**src/rtl/ide_pkg.sv**
```systemverilog
// Shared definitions for the IDE PIO sequencer: state encoding, default timing
// and counter widths.
package ide_pkg;

    typedef enum logic [2:0] {
        IDLE,
        SETUP,
        ACTIVE,
        WAIT_RDY,
        HOLD,
        RECOVER
    } ide_state_t;

    localparam int unsigned DEF_SETUP_CYC   = 1;
    localparam int unsigned DEF_ACTIVE_CYC  = 3;
    localparam int unsigned DEF_RECOVER_CYC = 2;
    localparam int unsigned DEF_RDY_TIMEOUT = 63;

    localparam int unsigned CNT_W = 4;
    localparam int unsigned TMO_W = 8;

endpackage

```
**src/rtl/sync2.sv**
```systemverilog
// Two-flop synchroniser with a configurable reset value, used for IORDY and
// IDEIRQ.
module sync2 #(
    parameter logic RST_VAL = 1'b0
) (
    input  logic clk,
    input  logic rst_n,
    input  logic d,
    output logic q
);

    logic meta;

    always_ff @(posedge clk or negedge rst_n) begin
        if (!rst_n) begin
            meta <= RST_VAL;
            q    <= RST_VAL;
        end else begin
            meta <= d;
            q    <= meta;
        end
    end

endmodule

```
**src/rtl/ide_pio_sequencer.sv**
```systemverilog
// Turns one decoded CPU access into a timed ATA PIO cycle (CS, setup, strobe, hold, recovery).
// Define IDE_IORDY_EN to build the IORDY wait state, its synchroniser and the rdy_timeout flag.
module ide_pio_sequencer
    import ide_pkg::*;
#(
    parameter int unsigned SETUP_CYC   = DEF_SETUP_CYC,
    parameter int unsigned ACTIVE_CYC  = DEF_ACTIVE_CYC,
    parameter int unsigned RECOVER_CYC = DEF_RECOVER_CYC,
    parameter int unsigned RDY_TIMEOUT = DEF_RDY_TIMEOUT
) (
    input  logic cpu_clk,
    input  logic cpu_rstn,
    input  logic acc_req,
    input  logic acc_rw,
    input  logic acc_cs2,
    input  logic iordy,
    output logic IORDn,
    output logic IOWRn,
    output logic IDECS1n,
    output logic IDECS2n,
    output logic dtack_req,
    output logic busy,
    output logic rdy_timeout
);

    localparam logic [CNT_W-1:0] SETUP_LD   = CNT_W'(SETUP_CYC - 1);
    localparam logic [CNT_W-1:0] ACTIVE_LD  = CNT_W'(ACTIVE_CYC - 1);
    localparam logic [CNT_W-1:0] RECOVER_LD = CNT_W'(RECOVER_CYC - 1);

    ide_state_t       state, state_nxt;
    logic [CNT_W-1:0] cnt, cnt_nxt;
    logic             rw_q, rw_nxt;
    logic             cs2_q, cs2_nxt;
    logic             iordy_s;
    logic             cs_on, rd_on, wr_on;

`ifdef IDE_IORDY_EN
    localparam logic [TMO_W-1:0] TMO_LAST = TMO_W'(RDY_TIMEOUT - 1);

    logic [TMO_W-1:0] tcnt, tcnt_nxt;
    logic             tmo_set;

    sync2 #(.RST_VAL(1'b1)) u_iordy_sync (
        .clk   (cpu_clk),
        .rst_n (cpu_rstn),
        .d     (iordy),
        .q     (iordy_s)
    );
`else
    logic iordy_unused;

    assign iordy_unused = iordy;
    assign iordy_s      = 1'b1;
`endif

    always_comb begin
        state_nxt = state;
        cnt_nxt   = cnt;
        rw_nxt    = rw_q;
        cs2_nxt   = cs2_q;
`ifdef IDE_IORDY_EN
        tcnt_nxt  = tcnt;
        tmo_set   = 1'b0;
`endif
        case (state)
            IDLE: begin
                if (acc_req) begin
                    state_nxt = SETUP;
                    rw_nxt    = acc_rw;
                    cs2_nxt   = acc_cs2;
                    cnt_nxt   = SETUP_LD;
                end
            end
            SETUP: begin
                if (!acc_req) begin
                    state_nxt = RECOVER;
                    cnt_nxt   = RECOVER_LD;
                end else if (cnt == '0) begin
                    state_nxt = ACTIVE;
                    cnt_nxt   = ACTIVE_LD;
                end else begin
                    cnt_nxt = cnt - 1'b1;
                end
            end
            ACTIVE: begin
                if (!acc_req) begin
                    state_nxt = RECOVER;
                    cnt_nxt   = RECOVER_LD;
                end else if (cnt != '0) begin
                    cnt_nxt = cnt - 1'b1;
                end else if (iordy_s) begin
                    state_nxt = HOLD;
                end
`ifdef IDE_IORDY_EN
                else begin
                    state_nxt = WAIT_RDY;
                    tcnt_nxt  = '0;
                end
`endif
            end
`ifdef IDE_IORDY_EN
            WAIT_RDY: begin
                if (!acc_req) begin
                    state_nxt = RECOVER;
                    cnt_nxt   = RECOVER_LD;
                end else if (iordy_s) begin
                    state_nxt = HOLD;
                end else if (tcnt == TMO_LAST) begin
                    state_nxt = HOLD;
                    tmo_set   = 1'b1;
                end else begin
                    tcnt_nxt = tcnt + 1'b1;
                end
            end
`endif
            HOLD: begin
                if (!acc_req) begin
                    state_nxt = RECOVER;
                    cnt_nxt   = RECOVER_LD;
                end
            end
            RECOVER: begin
                if (cnt == '0) begin
                    state_nxt = IDLE;
                end else begin
                    cnt_nxt = cnt - 1'b1;
                end
            end
            default: state_nxt = IDLE;
        endcase
    end

    // Read strobe stays low through HOLD so data is valid while the CPU samples.
    assign cs_on = state inside {SETUP, ACTIVE, WAIT_RDY, HOLD};
    assign rd_on = rw_q && (state inside {ACTIVE, WAIT_RDY, HOLD});
    assign wr_on = !rw_q && (state inside {ACTIVE, WAIT_RDY});

    // Outputs decode the current state and land one edge later, so every pin is a flop.
    always_ff @(posedge cpu_clk or negedge cpu_rstn) begin
        if (!cpu_rstn) begin
            state     <= IDLE;
            cnt       <= '0;
            rw_q      <= 1'b0;
            cs2_q     <= 1'b0;
            IORDn     <= 1'b1;
            IOWRn     <= 1'b1;
            IDECS1n   <= 1'b1;
            IDECS2n   <= 1'b1;
            dtack_req <= 1'b0;
            busy      <= 1'b0;
        end else begin
            state     <= state_nxt;
            cnt       <= cnt_nxt;
            rw_q      <= rw_nxt;
            cs2_q     <= cs2_nxt;
            IORDn     <= ~rd_on;
            IOWRn     <= ~wr_on;
            IDECS1n   <= ~(cs_on & ~cs2_q);
            IDECS2n   <= ~(cs_on & cs2_q);
            dtack_req <= (state == HOLD);
            busy      <= (state != IDLE);
        end
    end

`ifdef IDE_IORDY_EN
    always_ff @(posedge cpu_clk or negedge cpu_rstn) begin
        if (!cpu_rstn) begin
            tcnt        <= '0;
            rdy_timeout <= 1'b0;
        end else begin
            tcnt        <= tcnt_nxt;
            rdy_timeout <= rdy_timeout | tmo_set;
        end
    end
`else
    assign rdy_timeout = 1'b0;
`endif

endmodule

```
**config.mk**
```make
export PLATFORM = sky130hd
export DESIGN_NAME = ide_pio_sequencer
export DESIGN_NICKNAME = d
export VERILOG_FILES = /design/src/rtl/ide_pkg.sv /design/src/rtl/sync2.sv /design/src/rtl/ide_pio_sequencer.sv
export SDC_FILE = /design/constraint.sdc
export NUM_CORES = 1
export LEC_CHECK = 0
export CAP_MARGIN = 30
export CELL_PAD_IN_SITES_DETAIL_PLACEMENT = 0
export CELL_PAD_IN_SITES_GLOBAL_PLACEMENT = 1
export CORE_MARGIN = 2
export CORE_UTILIZATION = 30
export DETAILED_ROUTE_END_ITERATION = 7
export PLACE_DENSITY_LB_ADDON = 0.12
export SYNTH_ARGS = -nofsm -noshare
export SYNTH_HDL_FRONTEND = slang
export SYNTH_SLANG_ARGS = --single-unit
```
**constraint.sdc**
```tcl
create_clock -name cpu_clk -period 5.3 [get_ports cpu_clk]
set_clock_uncertainty 0.05 [all_clocks]
set_input_delay 1.06 -clock cpu_clk [delete_from_list [all_inputs] [get_ports cpu_clk]]
set_output_delay 1.06 -clock cpu_clk [all_outputs]
set_load 0.02 [all_outputs]
```
==> flow_summary.yaml <==
power_and_ir_drop:
  p_switching_uw: 261
  p_per_area_nw_per_um2: 595
  fin_total_pwr_uw: 618
  cellLeakagePower_uw: 0.000403
  p_clk_frac: 0.108
  power.internal_uw: 356
  p_sw_frac: 0.423
  seq_power_share: 0.373
  ir_drop_mv: 0.175
  p_comb_frac: 0.518
global_route:
  grt_max_degree: 23
  grt_pass1_wl_um: 3110
  grt_pass1_vias: 668
  grt_use_total: 0.116
  grt-ovfl-total: 0
  antenna_found_initial: 0
sta:
  drv_slew: 0
  finalSetupViolCount: 0
  fin_crit_sh: 0.476
  final-hold-violation-count: 0
  max_slew.worst_pin.slew_ns: 0.688
  layout_min_cycle_time_ns: 2.52
  rsz0062_at_grt: "false"
  maxSlewHeadroom: 0.540
  max_freq_mhz: 396
  tns_ns: 0
setup_path:
  cp_slowest_cell: "clkdlybuf4s50_1"
  startpoint: "IORDn"
  cp-start-kind: "register"
  cp_max_fo: 1
  path_class: "reg2out"
  crit_family: "buffers and inverters"
  crit_chain: "clkdlybuf4s50_1"
  slowest_delay_ns: 0.59
  worst-path-buf-inv: 1
  arrival_ns: 1.41
  reg2reg_from: "cnt[0]"
  end_kind: "primary output"
  critPathRequiredTime_ns: 4.19
clock_network:
  clk_latency_ns: 0.29
  cts_tree: "done"
  numCtsBuffers: 3
  postCtsHoldBufs: 0
  postCtsSetupRepairBufs: 0
  cts_sinks: 15
  cts.repair.resized: 0
  ctsRootBufferMaster: "clkbuf_4"
  htree_num_levels: 1
  clockBufferDepth: 2
  path_clk_slew_ns: 0.10
final_layout:
  drive_gt1_frac: 0.202
  stdcell_area_um2: 1040
  n_fill_cell: 307
  syn2layout_area_growth_pct: 11.3
  largest_register_ffs: 4
  final_cells: 132
  reg_top3: "cnt: 4 flops, state: 3 flops"
  insertedDiodeCount: 0
  fin_nets: 107
  final_cell_mix: "dfrtp_1 (11), clkdlybuf4s50_1 (10)"
  top_register: "cnt"
  regArea_um2: 380
  multi_input_area_um2: 478
  layout_commonest_cell: "dfrtp_1"
logic_synthesis:
  syn-num-nets: 100
  synth_warnings: 0
  synth-seq-area-share: 0.408
  synthesis.area_um2: 933
  ys_seq_elements: 15
  synthArstFlopShare: 1.00
  synth_flop_cell: "dfrtp_1"
  synth_edf_count: 0
  syn_avg_cell_area_um2: 10.0
  synth_cell_types: 46
  netlist_instances: 93
routing:
  viasPerCell: 5.25
  dr.pass1.iters: 3
  vias: 693
  routed_wl_um: 1840
  wl_per_cell_um: 13.9
  drtIter0Drc: 21
  drcViolationCount: 0
  ant_nets: 0
place:
  place_area_um2: 1010
  placed_cells: 128
  place.port_buffers: 10
  place.gp.congestion: 0.806
  dp_hpwl_um: 1280
floorplanning:
  die_h_um: 59.8
  die_x_um: 59.8
  pin_count: 13
  core_um2: 3000
  dieArea_um2: 3570
  rows: 20
  start_util: 0.311
min_path:
  min_path_type: "reg2reg"
  hold_path_startpoint: "cs2_q"
status:
  outcome: "finished clean"
job:
  max-cap-violations: 0
through the flow:
step | hold slack, ns | utilization | setup WS (ns)
6_report | 0.358 | 0.346 | 2.78
5_1_grt | 0.386 | 0.346 | 2.65
4_1_cts | 0.361 | 0.346 | 2.74
3_3_place_gp | 0.341 | 0.337 | 2.43
3_5_place_dp | 0.348 | 0.337 | 2.43
2_1_floorplan | 0.330 | - | 3.05
path summary, 6_finish.rpt:
path	slack, ns	depth (start not counted)	end
max	2.78	1	IORDn
min in group asynchronous	1.12	1	cnt[0]
min reg2reg	0.36	1	IDECS2n
min	0.36	1	IDECS2n
max reg2reg	3.19	6	cnt[2]
max in group asynchronous	3.63	1	busy
power groups by stage:
stage,combinational [uW],clock (uW),sequential [uW]
final,320,67.0,230
after floorplan,273,0,216
after global routing,359,74.6,241
after detailed placement,319,0,233
after CTS,322,69.6,231
after global placement,323,0,233
cell type report:
cell class | count | share of cell area
clock inverters | 1 | 0.00482
inverters | 3 | 0.0108
multi-input cells | 67 | 0.460
flip-flops and latches | 15 | 0.366
well taps | 33 | 0.0398
clock buffers | 3 | 0.0217
repair buffers | 10 | 0.0964
logic make-up after synthesis:
logic type,Yosys count,share of synthesized area
fa+ha+maj,1,0.0134
other cells,1,0.00402
simple gates,36,0.245
xor+xnor,1,0.00939
compound gates,25,0.205
flops,15,0.408
buf+inv,11,0.0804
mux,3,0.0349
synthesized netlist by cell type (all sizes together), types with 2 or more instances:
master / count / share of area
nor2: 5 / 0.020
a21oi: 3 / 0.016
clkbuf: 5 / 0.043
buf: 3 / 0.025
nand2: 5 / 0.020
inv: 3 / 0.012
o22ai: 5 / 0.034
or3: 4 / 0.029
and4bb: 2 / 0.027
nor3: 3 / 0.016
mux2: 2 / 0.024
dfstp: 4 / 0.11
o2111ai: 2 / 0.019
nand2b: 5 / 0.034
o21ai: 3 / 0.016
nor3b: 2 / 0.016
a22oi: 2 / 0.016
dfrtp: 11 / 0.29
and3b: 2 / 0.021
routing by layer:
layer,vias up,track usage,routed length [um]
met2,8,0.179,838
met4,0,0.0286,18
met3,5,0.0390,60
li1,354,-,-
met1,326,0.155,924
met5,-,0,0
(Power assumes the default switching activity.)
